File: src/rtl/cheat_match_engine_if.sv
// Load, clear, CPU-bus and status signals of the cheat-code match engine.
// master drives loads and bus cycles; slave is the engine.
interface cheat_match_engine_if #(
  parameter int ADDR_W = 15,
  parameter int DATA_W = 8
);
  logic              enable;
  logic              load_valid;
  logic              load_ready;
  logic [4:0]        load_slot;
  logic              load_en;
  logic              load_cmp_en;
  logic [ADDR_W-1:0] load_addr;
  logic [DATA_W-1:0] load_cmp;
  logic [DATA_W-1:0] load_rep;
  logic              clear_req;
  logic              clear_busy;
  logic [ADDR_W:0]   bus_addr;
  logic [DATA_W-1:0] bus_data;
  logic              bus_rd;
  logic              ovr;
  logic [DATA_W-1:0] ovr_data;
  logic              hit_valid;
  logic [4:0]        hit_slot;
  logic [5:0]        active_count;

  modport master (
    output enable, load_valid, load_slot, load_en, load_cmp_en, load_addr,
           load_cmp, load_rep, clear_req, bus_addr, bus_data, bus_rd,
    input  load_ready, clear_busy, ovr, ovr_data, hit_valid, hit_slot, active_count
  );

  modport slave (
    input  enable, load_valid, load_slot, load_en, load_cmp_en, load_addr,
           load_cmp, load_rep, clear_req, bus_addr, bus_data, bus_rd,
    output load_ready, clear_busy, ovr, ovr_data, hit_valid, hit_slot, active_count
  );
endinterface

File: src/rtl/cheat_match_engine.sv
// Cheat-code engine: watches ROM reads and substitutes data for matching slots,
// with a load port and a one-slot-per-clock wipe sequence.
module cheat_match_engine #(
  parameter int NUM_CODES = 16,
  parameter int ADDR_W    = 15,
  parameter int DATA_W    = 8
) (
  input logic clk,
  input logic reset,
  cheat_match_engine_if.slave bus
);

  typedef enum logic {IDLE, CLEAR} state_t;

  state_t            state_reg, state_next;
  logic [4:0]        ptr_reg, ptr_next;
  logic [NUM_CODES-1:0] en_reg;
  logic [NUM_CODES-1:0] cmp_en_reg;
  logic [ADDR_W-1:0] addr_reg [NUM_CODES];
  logic [DATA_W-1:0] cmp_reg  [NUM_CODES];
  logic [DATA_W-1:0] rep_reg  [NUM_CODES];

  logic [NUM_CODES-1:0] match;
  logic              ovr_any;
  logic [DATA_W-1:0] win_data;
  logic [4:0]        win_slot;
  logic [5:0]        pop_count;
  logic              hit_valid_reg;
  logic [4:0]        hit_slot_reg;
  logic [5:0]        active_count_reg;

  logic load_fire;
  logic slot_ok;

  assign load_fire = bus.load_valid && (state_reg == IDLE);
  assign slot_ok   = ({1'b0, bus.load_slot} < 6'(NUM_CODES));

  always_ff @(posedge clk) begin
    if (reset) begin
      state_reg <= IDLE;
      ptr_reg   <= '0;
    end else begin
      state_reg <= state_next;
      ptr_reg   <= ptr_next;
    end
  end

  always_comb begin
    state_next = state_reg;
    ptr_next   = ptr_reg;
    case (state_reg)
      IDLE: begin
        if (bus.clear_req) begin
          state_next = CLEAR;
          ptr_next   = '0;
        end
      end
      CLEAR: begin
        ptr_next = ptr_reg + 5'd1;
        if (ptr_reg == 5'(NUM_CODES - 1)) begin
          state_next = IDLE;
          ptr_next   = '0;
        end
      end
      default: state_next = IDLE;
    endcase
  end

  // A load coinciding with clear_req lands here first; the wipe then removes it.
  always_ff @(posedge clk) begin
    if (reset) begin
      for (int i = 0; i < NUM_CODES; i++) begin
        en_reg[i]     <= 1'b0;
        cmp_en_reg[i] <= 1'b0;
        addr_reg[i]   <= '0;
        cmp_reg[i]    <= '0;
        rep_reg[i]    <= '0;
      end
    end else if (state_reg == CLEAR) begin
      for (int i = 0; i < NUM_CODES; i++) begin
        if (5'(i) == ptr_reg) begin
          en_reg[i]     <= 1'b0;
          cmp_en_reg[i] <= 1'b0;
          addr_reg[i]   <= '0;
          cmp_reg[i]    <= '0;
          rep_reg[i]    <= '0;
        end
      end
    end else if (load_fire && slot_ok) begin
      for (int i = 0; i < NUM_CODES; i++) begin
        if (5'(i) == bus.load_slot) begin
          en_reg[i]     <= bus.load_en;
          cmp_en_reg[i] <= bus.load_cmp_en;
          addr_reg[i]   <= bus.load_addr;
          cmp_reg[i]    <= bus.load_cmp;
          rep_reg[i]    <= bus.load_rep;
        end
      end
    end
  end

  for (genvar gi = 0; gi < NUM_CODES; gi++) begin : g_match
    assign match[gi] = bus.enable && en_reg[gi]
                    && ({1'b1, addr_reg[gi]} == bus.bus_addr)
                    && (!cmp_en_reg[gi] || (cmp_reg[gi] == bus.bus_data));
  end

  // Scan from the top so the lowest matching index wins.
  always_comb begin
    ovr_any  = 1'b0;
    win_data = '0;
    win_slot = '0;
    for (int i = NUM_CODES - 1; i >= 0; i--) begin
      if (match[i]) begin
        ovr_any  = 1'b1;
        win_data = rep_reg[i];
        win_slot = 5'(i);
      end
    end
  end

  always_comb begin
    pop_count = '0;
    for (int i = 0; i < NUM_CODES; i++) begin
      pop_count = pop_count + 6'(en_reg[i]);
    end
  end

  always_ff @(posedge clk) begin
    if (reset) begin
      hit_valid_reg    <= 1'b0;
      hit_slot_reg     <= '0;
      active_count_reg <= '0;
    end else begin
      hit_valid_reg    <= bus.bus_rd && ovr_any;
      if (bus.bus_rd && ovr_any) begin
        hit_slot_reg <= win_slot;
      end
      active_count_reg <= pop_count;
    end
  end

  assign bus.load_ready   = (state_reg == IDLE);
  assign bus.clear_busy   = (state_reg == CLEAR);
  assign bus.ovr          = ovr_any;
  assign bus.ovr_data     = win_data;
  assign bus.hit_valid    = hit_valid_reg;
  assign bus.hit_slot     = hit_slot_reg;
  assign bus.active_count = active_count_reg;

endmodule
File: src/flat_wrapper.sv
// flat-port wrapper written by rule: the top's interface ports become plain ports
module cheat_match_engine_flat 
#(
  parameter int NUM_CODES = 16,
  parameter int ADDR_W    = 15,
  parameter int DATA_W    = 8
)
  (clk, reset, bus_enable, bus_load_valid, bus_load_slot, bus_load_en, bus_load_cmp_en, bus_load_addr, bus_load_cmp, bus_load_rep, bus_clear_req, bus_bus_addr, bus_bus_data, bus_bus_rd, bus_load_ready, bus_clear_busy, bus_ovr, bus_ovr_data, bus_hit_valid, bus_hit_slot, bus_active_count);
  cheat_match_engine_if #(.ADDR_W(ADDR_W), .DATA_W(DATA_W)) bus_i ();
  input logic clk;
  input logic reset;
  input wire logic [$bits(bus_i.enable)-1:0] bus_enable;
  input wire logic [$bits(bus_i.load_valid)-1:0] bus_load_valid;
  input wire logic [$bits(bus_i.load_slot)-1:0] bus_load_slot;
  input wire logic [$bits(bus_i.load_en)-1:0] bus_load_en;
  input wire logic [$bits(bus_i.load_cmp_en)-1:0] bus_load_cmp_en;
  input wire logic [$bits(bus_i.load_addr)-1:0] bus_load_addr;
  input wire logic [$bits(bus_i.load_cmp)-1:0] bus_load_cmp;
  input wire logic [$bits(bus_i.load_rep)-1:0] bus_load_rep;
  input wire logic [$bits(bus_i.clear_req)-1:0] bus_clear_req;
  input wire logic [$bits(bus_i.bus_addr)-1:0] bus_bus_addr;
  input wire logic [$bits(bus_i.bus_data)-1:0] bus_bus_data;
  input wire logic [$bits(bus_i.bus_rd)-1:0] bus_bus_rd;
  output wire logic [$bits(bus_i.load_ready)-1:0] bus_load_ready;
  output wire logic [$bits(bus_i.clear_busy)-1:0] bus_clear_busy;
  output wire logic [$bits(bus_i.ovr)-1:0] bus_ovr;
  output wire logic [$bits(bus_i.ovr_data)-1:0] bus_ovr_data;
  output wire logic [$bits(bus_i.hit_valid)-1:0] bus_hit_valid;
  output wire logic [$bits(bus_i.hit_slot)-1:0] bus_hit_slot;
  output wire logic [$bits(bus_i.active_count)-1:0] bus_active_count;
  assign bus_i.enable = bus_enable;
  assign bus_i.load_valid = bus_load_valid;
  assign bus_i.load_slot = bus_load_slot;
  assign bus_i.load_en = bus_load_en;
  assign bus_i.load_cmp_en = bus_load_cmp_en;
  assign bus_i.load_addr = bus_load_addr;
  assign bus_i.load_cmp = bus_load_cmp;
  assign bus_i.load_rep = bus_load_rep;
  assign bus_i.clear_req = bus_clear_req;
  assign bus_i.bus_addr = bus_bus_addr;
  assign bus_i.bus_data = bus_bus_data;
  assign bus_i.bus_rd = bus_bus_rd;
  assign bus_load_ready = bus_i.load_ready;
  assign bus_clear_busy = bus_i.clear_busy;
  assign bus_ovr = bus_i.ovr;
  assign bus_ovr_data = bus_i.ovr_data;
  assign bus_hit_valid = bus_i.hit_valid;
  assign bus_hit_slot = bus_i.hit_slot;
  assign bus_active_count = bus_i.active_count;
  cheat_match_engine #(.NUM_CODES(NUM_CODES), .ADDR_W(ADDR_W), .DATA_W(DATA_W)) u_core (.clk(clk), .reset(reset), .bus(bus_i));
endmodule
File: config.mk
export PLATFORM = sky130hd
export DESIGN_NAME = cheat_match_engine_flat
export DESIGN_NICKNAME = d
export VERILOG_FILES = /design/src/rtl/cheat_match_engine_if.sv /design/src/rtl/cheat_match_engine.sv /design/src/flat_wrapper.sv
export SDC_FILE = /design/constraint.sdc
export NUM_CORES = 1
export LEC_CHECK = 0
export ABC_CLOCK_PERIOD_IN_PS = 5750
export CELL_PAD_IN_SITES_DETAIL_PLACEMENT = 1
export CELL_PAD_IN_SITES_GLOBAL_PLACEMENT = 1
export CORE_MARGIN = 5
export CORE_UTILIZATION = 50
export DETAILED_ROUTE_END_ITERATION = 10
export PLACE_DENSITY_LB_ADDON = 0.12
export SLEW_MARGIN = 20
export SYNTH_ARGS = -nofsm -noshare
export SYNTH_HDL_FRONTEND = slang
export SYNTH_SLANG_ARGS = --single-unit
export TNS_END_PERCENT = 5
File: constraint.sdc
create_clock -name clk -period 5.75 [get_ports clk]
set_input_delay 1.15 -clock clk [delete_from_list [all_inputs] [get_ports clk]]
set_output_delay 1.15 -clock clk [all_outputs]
set_load 0.03 [all_outputs]
==> impl_metrics.tcl <==
set metrics [dict create \
    outcome "finished clean" \
    async_reset_ff_frac 0 \
    power_density_nw_per_um2 298.1 \
    start_util 0.5027 \
    clockBufferDepth 3 \
    cts_setup_buffers 0 \
    r2r_cells 13 \
    leakage_uw 0.01094 \
    ys_seq_area_frac 0.5896 \
    finalHoldViolCount 0 \
    cts_tree "yes" \
    report.final.slew_viol_count 0 \
    drtIter0Drc 1821 \
    routed_wl_mm 82.98 \
    track_usage 0.2865 \
    fmax_ghz 0.1785 \
    hold_path.class "register to register" \
    critPathCaptureType "primary output" \
    slew_headroom 0.3529 \
    final.setup.tns_ps 0 \
    die_h_um 239.6 \
    grt_pass1_wl_mm 123.3 \
    ant_nets 0 \
    setup_viol 0 \
    timing.rr.start "u_core.en_reg[0]$_SDFFE_PP0P_" \
    core_um2 52450 \
    r2r_setup_slack_ps 1320 \
    start_kind "primary input" \
    num_vias 18470 \
    r2r_end "u_core.bus.active_count[4]$_SDFF_PP0_" \
    post_synth_mux_area_share 0.01519 \
    drc 0 \
    synth_seq_cells 544 \
    ios 91 \
    synth_top_family_by_area "simple AND/OR/NAND/NOR gates" \
    cts_made_buffers 58 \
    place_ws_ps -28.01 \
    viasPerCell 5.836 \
    mostFrequentLayoutCells "465 x edfxtp_1, 408 x nor2_1, 256 x xnor2_1" \
    cts_sinks 544 \
    area_growth_pct 15.20 \
    synthFlopType "edfxtp_1" \
    globalRouteOverflowTotal 0 \
    grt_max_degree 50 \
    hpwl_mm 58.50 \
    ys.warnings.count 0 \
    final_layout_size_suffix_gt1_frac 0.1086 \
    insertion_delay_ps 620 \
    place_congestion 1.020 \
    clock-root-buffer "clkbuf_16" \
    finClkSkew_ps 16.30 \
    fin_ws_ps 148.9 \
    synth-xor-area-share 0.1232 \
    dieArea_um2 57420 \
    grt_pass1_vias 19350 \
    finalNetCount 2515 \
    crit_family "buffers and inverters" \
    design_area_um2 30370 \
    rsz0062_at_grt "false" \
    layout_commonest_cell "edfxtp_1" \
    power_uw 9053 \
    synth_compound_area_frac 0.04394 \
    cp_max_fo 11 \
    wl_met1_mm 35.41 \
    cpMostUsedCell "buf_4" \
    finalCritPeriodShare 0.9741 \
    critical_path_required_ps 4600 \
    synth_area_leader_cell "edfxtp_1" \
    ir_worst_vdd_mv 0.2194 \
    maxCapViolations 0 \
    synthAdderAreaFrac 0.01186 \
    num_antenna_cells 0 \
    crit_slowest_cell "clkdlybuf4s50_1" \
    netlist-cell-type-count 64 \
    synthTopCellsByArea "edfxtp_1 53%, xnor2_1 8.5%, dfxtp_1 6.0%, nor2_1 5.8%, and2_1 3.8%" \
    synth-simple-area-share 0.1740 \
    arrival_ps 4450 \
    htree_levels 2 \
    cp_num_cells 16 \
    worst_pin_slew_ps 970.6 \
    die_w_um 239.6 \
    path_cells "clkdlybuf4s50_1 -> buf_4 -> buf_4 -> xnor2_1 -> nand4_1 -> nor4_4 -> nand4_1 -> buf_4 -> and2_4 -> a32o_1 -> nor2b_1 -> o31ai_1 -> a21oi_1 -> o21ai_1 -> buf_4 -> buf_12" \
    firstDrtPassIters 5 \
    setup.worst_path.start "bus_bus_addr[5]" \
    worstSetupPathType "primary input to primary output" \
    synth-edff-count 465 \
    avgRoutedWirePerCell_um 26.22 \
    netlist_area_um2 26370 \
    clkTransAtPathRegs_ps 60 \
    dpl_cell_area_um2 28390 \
    path_buf_inv 6 \
    io_buffers 88 \
    met2_length_mm 39.31 \
    min_period_ps 5601 \
    fin_util 0.5791 \
    rows 84 \
    yosysTopAreaCellShare 0.5296 \
    highest_layer "met4" \
    postSynthCellCount 2316 \
    largest_register_ffs 240 \
    setup.worst_path.end "bus_ovr_data[6]" \
    route.met3.wl_mm 5.770 \
    synth.avg_cell_area_um2 11.38 \
    min_from "u_core.bus.hit_slot[1]$_SDFFE_PP0P_" \
    antenna_found_initial 0 \
    max_stage_delay_ps 460 \
]
==> power by group <==
group	switching, uW	internal, uW	leakage, uW
sequential	67.0	4410	0.00542
combinational	459	255	0.00456
clock	1580	2280	0.000956
total	2100	6950	0.0109
==> Yosys cell counts, drive strengths merged (3+ instances only) <==
master / instances
a21o: 7
a21oi: 67
a221o: 6
a311oi: 6
a31oi: 5
and2: 161
and3: 8
buf: 71
clkbuf: 101
dfxtp: 79
edfxtp: 465
fa: 10
ha: 9
inv: 36
mux2i: 40
nand2: 129
nand2b: 39
nand3: 34
nand4: 72
nor2: 410
nor2b: 8
nor3: 21
nor3b: 3
nor4: 35
o211ai: 7
o21a: 9
o21ai: 68
o22ai: 7
o31ai: 3
or2: 6
or3: 6
xnor2: 257
xor2: 113
==> timing repair <==
item | CTS | global route
resized for setup | 3 | 6
hold buffers | 0 | 0
endpoints found under the setup margin | 3 | 6
hold endpoints to repair | 0 | 0
==> routing by layer <==
| layer | up-vias | GRT usage |
|---|---|---|
| met4 | 0 | 0.08041 |
| li1 | 8115 | - |
| met3 | 145 | 0.04479 |
| met2 | 694 | 0.4673 |
| met5 | - | 0 |
| met1 | 9516 | 0.4023 |
==> cell type report <==
class	instances	area, um^2
Timing Repair Buffer	223	2108
Fill cell	5379	22070
Clock buffer	82	1675
Multi-Input combinational cell	1565	9774
Clock inverter	27	274.0
Sequential cell	544	15540
Inverter	36	135.1
Tap cell	688	860.8
==> how the worst min path moves through the flow <==
stage                                          endpoint  slack [ps]  cells past startpoint
global placement      u_core.rep_reg[0][4]$_SDFFE_PP0P_         440                      2
CTS                 u_core.bus.hit_slot[1]$_SDFFE_PP0P_         460                      2
floorplan             u_core.rep_reg[0][4]$_SDFFE_PP0P_         430                      2
global route          u_core.rep_reg[0][6]$_SDFFE_PP0P_         490                      2
detailed placement  u_core.bus.hit_slot[1]$_SDFFE_PP0P_         460                      2
finish              u_core.bus.hit_slot[1]$_SDFFE_PP0P_         460                      2
==> kinds of logic (layout without fill, tap and decap cells) <==
kind of cell    Yosys count  count (layout)
other cells               1               2
fa+ha+maj                19              19
xor+xnor                370             370
compound gates          196             196
flops                   544             544
mux                      40              40
buf+inv                 208             368
simple gates            938             938
==> tightest hold or removal path: cells and delay by family (launching register included) <==
family	cells	cell delay, ps
DFF	1	310
and+or+nand+nor	1	50
AOI/OAI and AO/OA	1	50
==> stage by stage <==
step,hold slack [ps],instances
after floorplan,433.2,2317
after global placement,443.1,3056
after detailed placement,456.2,3056
after CTS,462.9,3165
after global routing,487.5,3165
final,455.4,3165
(Power assumes the default switching activity.)
